[src/rtl/nn_pkg.sv]
// nn_pkg: shared definitions for the backpropagation network neurons.
//   Fixed-point widths of the hidden-to-output datapath, the output-neuron
//   FSM state encoding and the supported range of hidden inputs.
package nn_pkg;

  // Hidden output is Q4.4, weights and biases are Q6.10.
  localparam int HID_W      = 8;
  localparam int W_W        = 16;
  // Full product Q10.14; shifting by PROD_SHIFT realigns it to 10 fraction bits.
  localparam int PROD_W     = 24;
  localparam int PROD_SHIFT = 4;
  // Output-layer net value width (Q6.10).
  localparam int Z_W        = 16;

  // Largest supported number of hidden inputs and the index width it needs.
  localparam int MAX_HIDDEN = 16;
  localparam int IDX_W      = 4;

  typedef enum logic [1:0] {
    IDLE = 2'd0,
    ACC  = 2'd1,
    FIN  = 2'd2,
    OUT  = 2'd3
  } state_t;

endpackage

[src/rtl/z3_sat.sv]
// z3_sat: resolves the wide accumulator sum to the 16-bit Q6.10 output.
//   Purely combinational.
//   Macro Z3_SAT_EN: defined -> clamp to [0x8000, 0x7FFF];
//                    undefined -> keep the low 16 bits (wraps).
// Ports:
//   sum   in  ACC_W  signed Q14.10 sum (accumulator plus bias)
//   z3_o  out 16     resolved Q6.10 value
module z3_sat
  import nn_pkg::*;
#(
  parameter int ACC_W = 24
) (
  input  logic signed [ACC_W-1:0] sum,
  output logic        [Z_W-1:0]   z3_o
);

`ifdef Z3_SAT_EN
  localparam logic signed [ACC_W-1:0] Z_MAX = ACC_W'(32'sh0000_7FFF);
  localparam logic signed [ACC_W-1:0] Z_MIN = ACC_W'(-32'sd32768);

  always_comb begin
    if (sum > Z_MAX) begin
      z3_o = 16'h7FFF;
    end else if (sum < Z_MIN) begin
      z3_o = 16'h8000;
    end else begin
      z3_o = sum[Z_W-1:0];
    end
  end
`else
  // Wrapping build: the upper bits are intentionally dropped.
  logic sum_unused;
  assign sum_unused = ^sum[ACC_W-1:Z_W];
  assign z3_o       = sum[Z_W-1:0];
`endif

endmodule

[src/rtl/z3_mac.sv]
// z3_mac: output-layer neuron. Accepts N_HIDDEN (z2_in, w3_in) beats on a
//   valid/ready stream, accumulates z2*w3 at full precision, adds b3 and
//   returns the Q6.10 net value z3 on a valid/ready stream.
//   Optional macro Z3_SAT_EN (see z3_sat) selects clamping instead of wrap.
// Handshake: a beat transfers on a rising edge where s_valid && s_ready; the
//   result transfers on a rising edge where m_valid && m_ready. s_ready and
//   m_valid depend only on the registered state, and m_valid/z3 stay stable
//   until the transfer.
// Ports:
//   clk        in   rising-edge clock
//   reset      in   asynchronous active-low reset
//   s_valid    in   beat present          s_ready  out  beat accepted
//   z2_in      in   Q4.4 hidden output    w3_in    in   Q6.10 weight
//   idx        out  index of next beat (weight-memory address)
//   b3         in   Q6.10 bias, sampled in FIN
//   m_valid    out  z3 valid              m_ready  in   consumer accepts z3
//   z3         out  Q6.10 net value
//   dbg_state  out  current FSM state
module z3_mac
  import nn_pkg::*;
#(
  parameter int N_HIDDEN = 3,   // 1..MAX_HIDDEN
  parameter int ACC_W    = 24
) (
  input  logic             clk,
  input  logic             reset,
  input  logic             s_valid,
  output logic             s_ready,
  input  logic [HID_W-1:0] z2_in,
  input  logic [W_W-1:0]   w3_in,
  output logic [IDX_W-1:0] idx,
  input  logic [W_W-1:0]   b3,
  output logic             m_valid,
  input  logic             m_ready,
  output logic [Z_W-1:0]   z3,
  output state_t           dbg_state
);

  state_t                   state_q, state_d;
  logic signed [ACC_W-1:0]  acc_q, acc_d;
  logic        [IDX_W-1:0]  idx_q, idx_d;
  logic        [Z_W-1:0]    z3_q, z3_d;

  logic                     accept;
  logic                     last_beat;
  logic signed [PROD_W-1:0] z2_ext, w3_ext, prod, prod_shr;
  logic signed [ACC_W-1:0]  term, b3_ext, sum;
  logic        [Z_W-1:0]    z3_res;

  assign accept    = s_valid && s_ready;
  // Also true in IDLE when N_HIDDEN=1, so the first beat can go straight to FIN.
  assign last_beat = (idx_q == IDX_W'(N_HIDDEN - 1));

  // Operands are sign-extended to the product width so the low PROD_W bits of
  // the multiply are the exact signed product.
  assign z2_ext   = PROD_W'($signed(z2_in));
  assign w3_ext   = PROD_W'($signed(w3_in));
  assign prod     = z2_ext * w3_ext;
  assign prod_shr = prod >>> PROD_SHIFT;   // floor division, Q10.10
  assign term     = ACC_W'(prod_shr);
  assign b3_ext   = ACC_W'($signed(b3));
  assign sum      = acc_q + b3_ext;

  z3_sat #(.ACC_W(ACC_W)) u_sat (
    .sum  (sum),
    .z3_o (z3_res)
  );

  // State register.
  always_ff @(posedge clk or negedge reset) begin
    if (!reset) begin
      state_q <= IDLE;
    end else begin
      state_q <= state_d;
    end
  end

  // Next-state logic.
  always_comb begin
    state_d = state_q;
    case (state_q)
      IDLE:    if (accept) state_d = last_beat ? FIN : ACC;
      ACC:     if (accept && last_beat) state_d = FIN;
      FIN:     state_d = OUT;
      OUT:     if (m_ready) state_d = IDLE;
      default: state_d = IDLE;
    endcase
  end

  // Outputs decoded from registered state only.
  always_comb begin
    s_ready = 1'b0;
    m_valid = 1'b0;
    case (state_q)
      IDLE:    s_ready = 1'b1;
      ACC:     s_ready = 1'b1;
      OUT:     m_valid = 1'b1;
      default: ;
    endcase
  end

  // Datapath next values.
  always_comb begin
    acc_d = acc_q;
    idx_d = idx_q;
    z3_d  = z3_q;
    if (accept) begin
      // IDLE always starts a fresh sum.
      acc_d = ((state_q == IDLE) ? '0 : acc_q) + term;
      idx_d = ((state_q == IDLE) ? '0 : idx_q) + IDX_W'(1);
    end
    if (state_q == FIN) begin
      z3_d = z3_res;
    end
    if ((state_q == OUT) && m_ready) begin
      acc_d = '0;
      idx_d = '0;
    end
  end

  always_ff @(posedge clk or negedge reset) begin
    if (!reset) begin
      acc_q <= '0;
      idx_q <= '0;
      z3_q  <= '0;
    end else begin
      acc_q <= acc_d;
      idx_q <= idx_d;
      z3_q  <= z3_d;
    end
  end

  assign idx       = idx_q;
  assign z3        = z3_q;
  assign dbg_state = state_q;

endmodule

[config.mk]
export PLATFORM = sky130hd
export DESIGN_NAME = z3_mac
export DESIGN_NICKNAME = d
export VERILOG_FILES = /design/src/rtl/nn_pkg.sv /design/src/rtl/z3_sat.sv /design/src/rtl/z3_mac.sv
export SDC_FILE = /design/constraint.sdc
export NUM_CORES = 1
export LEC_CHECK = 0
export ABC_AREA = 0
export CAP_MARGIN = 20
export CELL_PAD_IN_SITES_DETAIL_PLACEMENT = 0
export CELL_PAD_IN_SITES_GLOBAL_PLACEMENT = 1
export CORE_ASPECT_RATIO = 1.1
export CORE_MARGIN = 2
export CORE_UTILIZATION = 46
export DETAILED_ROUTE_END_ITERATION = 16
export GPL_TIMING_DRIVEN = 0
export HOLD_SLACK_MARGIN = 0.03
export PLACE_DENSITY_LB_ADDON = 0.1
export SLEW_MARGIN = 25
export SYNTH_ARGS = -nofsm -noshare
export SYNTH_HDL_FRONTEND = slang
export SYNTH_SLANG_ARGS = --single-unit
[constraint.sdc]
create_clock -name clk -period 3.95 [get_ports clk]
set_input_delay 0.395 -clock clk [delete_from_list [all_inputs] [get_ports clk]]
set_output_delay 0.395 -clock clk [all_outputs]
set_load 0.005 [all_outputs]
==> metrics.yaml, run 1 <==
antenna_cells: 0
whs_ps: 70.35
min_period_ps: 5623
synth_nets: 992
finClkSkew_ps: 3.586
hold_viol_final: 0
finalWorstSetupSlack_ps: -1673
timing.rr.start: "dbg_state[0]"
synth_edf_count: 0
worstPathRequired_ps: 4110
grt_max_degree: 22
top_layer: "met4"
fmax_mhz: 177.9
antenna_found_initial: 0
dr.pass1.iters: 4
yosysSeqAreaShare_pct: 13.71
drv_cap: 0
cpPeakStageDelay_ps: 560
synthArstFlopShare_pct: 100.0
crit_family: "adder cells"
rsz0062_at_grt: "yes"
drtIter0Drc: 166
grt_overflow: 0
worst-setup-path-type: "in -> reg"
setup_violations: 12
grt_pass1_wl_um: 27100
cts_tree: "done"
place.gp.congestion: 0.8345
cp_max_fo: 7
core-area_um2: 14880
vias: 5663
crit_buf_inv: 5
initial_core_util_pct: 46.62
timing.final.crit_share_pct: 142.3
worstMarginPinSlew_ps: 576.7
max-clock-path-buffers: 2
die_y_um: 132.8
multiInputGateArea_um2: 5939
wl_um: 16640
endpoint_kind: "flop"
synthCells: 788
crit_top_cell: "fa_1"
slew_headroom_pct: 61.56
num_rows: 47
cts_inserted_buffers: 5
ys_ff_latch: 38
fillers: 1256
yosys_warnings: 0
register_area_um2: 950.9
hp-class: "in -> async"
ant_nets: 0
arrival_ps: 5780
place_ws_ps: -2796
syn_area_per_cell_um2: 8.803
cts_max_level: 2
dieWidth_um: 121.1
grt_pass1_vias: 5866
start_kind: "input pin"
wl_met2_um: 8698
status: "finished, violations left"
root_buffer: "clkbuf_16"
ys.flop_type: "dfrtp_1"
post_drt_wl_per_cell_um: 15.10
drv_slew: 0
grtUsageTotal_pct: 20.89
via_per_inst: 5.139
clkLatencyLatePin_ps: 280
slowest_stage: "fa_1"
cts.sink_count: 38
path_clk_slew_ps: 60
crit_start: "z2_in[1]"
syn_to_final_growth_pct: 30.01
wl_met1_um: 7015
hpwl_um: 13310
netlist_area_um2: 6937
dieArea_um2: 16080
drive_gt1_share_pct: 20.97
drc: 0
wl_met3_um: 488
final_core_util_pct: 60.62
fin_nets: 1110
violations: "setup timing"
io_buffers: 67
io_pins: 68
synth.distinct_cells: 61
[sequential cells by signal, indices dropped and copies added, names as in the netlist]
signal and flops:
acc_q 16, dbg_state 2, idx 4, z3 16
[cells by family (layout without fill, tap and decap cells)]
| logic type | count (synthesis) | count (layout) | share of synthesized area, % |
|---|---|---|---|
| xor+xnor | 42 | 42 | 5.303 |
| fa+ha+maj | 160 | 160 | 38.17 |
| flops | 38 | 38 | 13.71 |
| buf+inv | 158 | 276 | 8.604 |
| compound gates | 120 | 120 | 12.63 |
| mux | 10 | 10 | 1.605 |
| simple gates | 260 | 260 | 19.99 |
[synth_stat cells, types with 4 or more instances]
library cell / n / share of area (%)
a211oi_1: 8 / 0.87
a21o_1: 10 / 1.1
a21oi_1: 24 / 1.7
a22o_1: 4 / 0.50
and2_1: 80 / 7.2
and3_1: 8 / 0.72
clkbuf_1: 15 / 0.81
dfrtp_1: 38 / 14
fa_1: 86 / 25
ha_1: 74 / 13
inv_1: 141 / 7.6
mux2_2: 9 / 1.5
nand2_1: 65 / 3.5
nand2b_1: 8 / 0.72
nand3_1: 15 / 1.1
nor2_1: 25 / 1.4
nor2b_1: 21 / 1.9
nor3_1: 15 / 1.1
o21ai_0: 27 / 1.9
o21ai_1: 6 / 0.43
o31ai_1: 6 / 0.65
or2_2: 6 / 0.54
or3_1: 4 / 0.36
xnor2_1: 31 / 3.9
xor2_1: 11 / 1.4
[routing by layer]
layer / global-route usage [%] / up-vias
li1: - / 2784
met1: 24.83 / 2741
met2: 38.42 / 118
met3: 1.336 / 20
met4: 9.044 / 0
met5: 0 / -
[placed cells by master (no fill, tap or decap), types with 5 or more instances in the layout]
| cell type | count |
|---|---|
| a21o_1 | 10 |
| a21oi_1 | 14 |
| a21oi_2 | 8 |
| and2_1 | 76 |
| and3_1 | 7 |
| buf_2 | 12 |
| buf_4 | 31 |
| buf_6 | 15 |
| clkbuf_1 | 10 |
| clkbuf_16 | 8 |
| clkdlybuf4s50_1 | 43 |
| dfrtp_1 | 38 |
| fa_1 | 82 |
| ha_1 | 58 |
| ha_4 | 12 |
| inv_1 | 132 |
| inv_2 | 9 |
| mux2_2 | 9 |
| nand2_1 | 56 |
| nand2_2 | 8 |
| nand2b_1 | 6 |
| nand3_1 | 14 |
| nor2_1 | 21 |
| nor2b_1 | 21 |
| nor3_1 | 12 |
| o21ai_0 | 18 |
| o21ai_1 | 8 |
| o21ai_2 | 5 |
| o31ai_1 | 5 |
| or2_2 | 5 |
| xnor2_1 | 28 |
| xor2_1 | 11 |
[through the flow]
stage	instance area (um^2)	std cells	TNS (ps)
after global placement	8164	1051	-26180
after floorplan	7248	788	-10020
after detailed placement	8187	1052	-26830
after global routing	9019	1102	-15080
after CTS	8696	1089	-13330
final	9019	1102	-13030
[what timing repair did]
action	CTS	global route
gates resized for setup	140	61
gates cloned	0	3
buffers inserted	30	11
pin swaps	32	37
endpoints found under the setup margin	15	13
hold buffers	0	0
[area by class of cell]
class                   count  share of cell area, %
flip-flops and latches     38                  10.54
repair buffers            111                  11.57
plain buffers              16                  1.873
well taps                 196                  2.719
inverters                 142                  5.966
multi-input cells         592                  65.86
clock buffers               7                  1.471
[path summary, 6_finish.rpt]
check                             to  slack [ps]  cells past startpoint
hold / removal                 z3[1]          70                      1
max in group asynchronous  acc_q[13]        3420                      2
min in group clk              z3[10]         480                      2
hold reg to reg               z3[10]         480                      2
setup reg to reg           acc_q[15]         400                     12
setup / recovery           acc_q[15]       -1670                     25
Power of run 1 is not shown: default switching activity piles up to over one toggle a cycle in this logic, so the estimate is an artifact.
==> inputs of run 2 (changes only) <==
CORE_UTILIZATION = 49   (was 46)
clock period = 7.15 ns   (was 3.95 ns; I/O delays follow)
==> run 2 against run 1 <==
The flow now finishes without violations; via count is 3.8% lower; hold slack gained 300 ps; critical path depth decreased by 1; sequential share of layout area up 1.2 points; cell count shrank 4.4%; register-to-register slack better by 3000 ps; first-iteration DRC count increased by 17%; sequential cell count unchanged; routed wire length is 7.1% lower; critical endpoint unchanged.
==> metrics.yaml, run 2 (synthesis gave the netlist of run 1 again) <==
switchingPower_uw: 1838
slowest_stage: "clkdlybuf4s50_1"
drive_gt1_share_pct: 5.434  # -16 points
r2r_end: "acc_q[14]"
antenna_found_initial: 0  # unchanged
setup_violations: 0  # -12
final_common_cell: "inv_1"
die_y_um: 128.8  # -3.0%
drv_slew: 0  # unchanged
clkLatencyLatePin_ps: 280  # about the same
p_sw_share_pct: 48.86
grt_max_degree: 23  # +4.5%
reg2reg_slack_ps: 3360  # +2960 ps
via_per_inst: 5.174  # +0.68%
syn_to_final_growth_pct: 16.36
place.gp.congestion: 0.9180  # +10%
critical_path.cell_chain: "clkdlybuf4s50_1 > buf_2 > and2_1 > ha_1 > fa_1 > ha_1 > inv_1 > fa_1 > inv_1 > ha_1 > fa_1 > a21o_1 > a21oi_2 > nor2b_1 > o21a_1 > o311ai_2 > a31oi_2 > or4b_1 > nand4b_1 > ha_1 > and3_1 > a211oi_2 > a211oi_1 > or3b_1"
hpwl_um: 13240  # -0.52%
grt_overflow: 0  # unchanged
finalWorstSetupSlack_ps: 396.4  # +2069 ps
drtIter0Drc: 195  # +17%
cts.sink_count: 38  # unchanged
wl_um: 15460  # -7.1%
worstMarginPinSlew_ps: 574.0  # -2.689 ps
num_rows: 45  # -4.3%
fmax_mhz: 148.1
cts_tree: "done"
path_clk_slew_ps: 60  # about the same
dieArea_um2: 15130  # -5.9%
ant_nets: 0  # unchanged
io_buffers: 67  # unchanged
min_period_ps: 6754
drc: 0  # unchanged
post_drt_wl_per_cell_um: 14.68  # -2.8%
crit_top_cell: "ha_1"
ctsHoldBuffers: 0  # unchanged
slew_headroom_pct: 61.50  # about the same
drv_cap: 0  # unchanged
root_buffer: "clkbuf_16"
peakVddDrop_mv: 0.1972
p_leak_uw: 0.003937
io_pins: 68  # unchanged
cts_max_level: 2  # unchanged
seqPwrFrac_pct: 10.6
p_int_uw: 1923
cts_inserted_buffers: 5  # unchanged
hp-class: "in -> async"
tns_ps: 0  # +13,030 ps
fin_nets: 1070  # -3.6%
final_cell_mix: "inv_1 (141), fa_1 (86), and2_1 (80)"
start_kind: "input pin"
grtUsageTotal_pct: 21.51  # +0.62 points
vias: 5448  # -3.8%
place_ws_ps: -315.8  # +2481 ps
core-area_um2: 13790  # -7.3%
cp_max_fo: 10  # +3
grt_pass1_vias: 5691  # -3.0%
max-clock-path-buffers: 2  # unchanged
r2r_cells: 15  # +3
worstPathRequired_ps: 7310  # +3200 ps
power_per_cell_area_nw_per_um2: 465.9
clkPwrFrac_pct: 5.7
initial_core_util_pct: 50.29  # +3.7 points
antenna_cells: 0  # unchanged
timing.rr.start: "dbg_state[0]"
cpPeakStageDelay_ps: 600  # +40 ps
timing.final.crit_share_pct: 94.46
dieWidth_um: 117.4  # -3.0%
worst-setup-path-type: "in -> reg"
arrival_ps: 6910  # +1130 ps
dr.pass1.iters: 6  # +2
fillers: 1280  # +1.9%
hold_viol_final: 0  # unchanged
endpoint_kind: "flop"
grt_pass1_wl_um: 26790  # -1.1%
status: "complete, no violations"
p_comb_share_pct: 83.7
finClkSkew_ps: 7.181  # +3.594 ps
==> run 2: cell types whose count changed in the layout (fill, tap and decap cells not counted), sizes merged <==
cell	delta
buf	-56
clkinvlp	+1
clkdlybuf4s15	-1
clkbuf	-5
clkdlybuf4s50	+17
dlymetal6s2s	+4
clkinv	-1
==> run 2: worst max-delay path by stage <==
stage | slack [ps] | depth (start not counted) | from | end
floorplan | 1030 | 22 | z2_in[6] | acc_q[15]
global placement | -240 | 23 | z2_in[3] | acc_q[15]
detailed placement | -320 | 23 | z2_in[3] | acc_q[15]
CTS | 4 | 23 | z2_in[2] | acc_q[15]
global route | -10 | 23 | z2_in[6] | acc_q[15]
finish | 400 | 24 | z2_in[0] | acc_q[15]
==> run 2: repair_timing <==
action | 4_1_cts | 5_1_grt
setup buffers | 0 | 3
gates cloned | 0 | 0
setup endpoints to repair | 1 | 3
pin swaps | 0 | 1
resized for setup | 2 | 28
==> run 2: area by class of cell <==
cell class              count  area [um^2]  share of cell area (%)
multi-input cells         592         5399                   66.89
plain buffers              16        80.08                  0.9921
flip-flops and latches     38        950.9                   11.78
well taps                 188        235.2                   2.914
clock buffers               6        138.9                   1.721
repair buffers             71        730.7                   9.053
inverters                 142        536.8                   6.650
==> run 2: layer usage <==
layer,part of all wire (%),up-vias,track usage [%]
li1,-,2701,-
met1,44,2622,26.31
met2,51,105,40.45
met3,2.7,20,1.773
met4,2.4,0,6.875
met5,0,-,0
==> run 2: stage by stage <==
step	instances	cell area (um^2)	total power (uW)	hold slack, ps	utilization [%]
global placement	1043	7843	3451	466.8	56.85
global route	1053	8071	4238	397.4	58.51
detailed placement	1044	7865	3543	476.3	57.02
finish	1053	8071	3761	368.8	58.51
CTS	1050	8006	3775	378.9	58.04
floorplan	788	6937	2849	419.4	-
==> run 2: power by group through the flow <==
stage | Sequential, uW | Combinational [uW] | Clock [uW]
CTS | 400 | 3160 | 217
global route | 415 | 3600 | 225
global placement | 395 | 3060 | 0
detailed placement | 403 | 3140 | 0
finish | 397 | 3150 | 215
floorplan | 390 | 2460 | 0
==> run 2: worst max-delay path: cells and delay by family <==
family,cells,cell delay (ps)
AO/OA/AOI/OAI,7,1380
adder cells (fa/ha/maj),7,2470
buffers and inverters,4,950
AND/OR/NAND/NOR,6,1380
(Power assumes the default switching activity.)
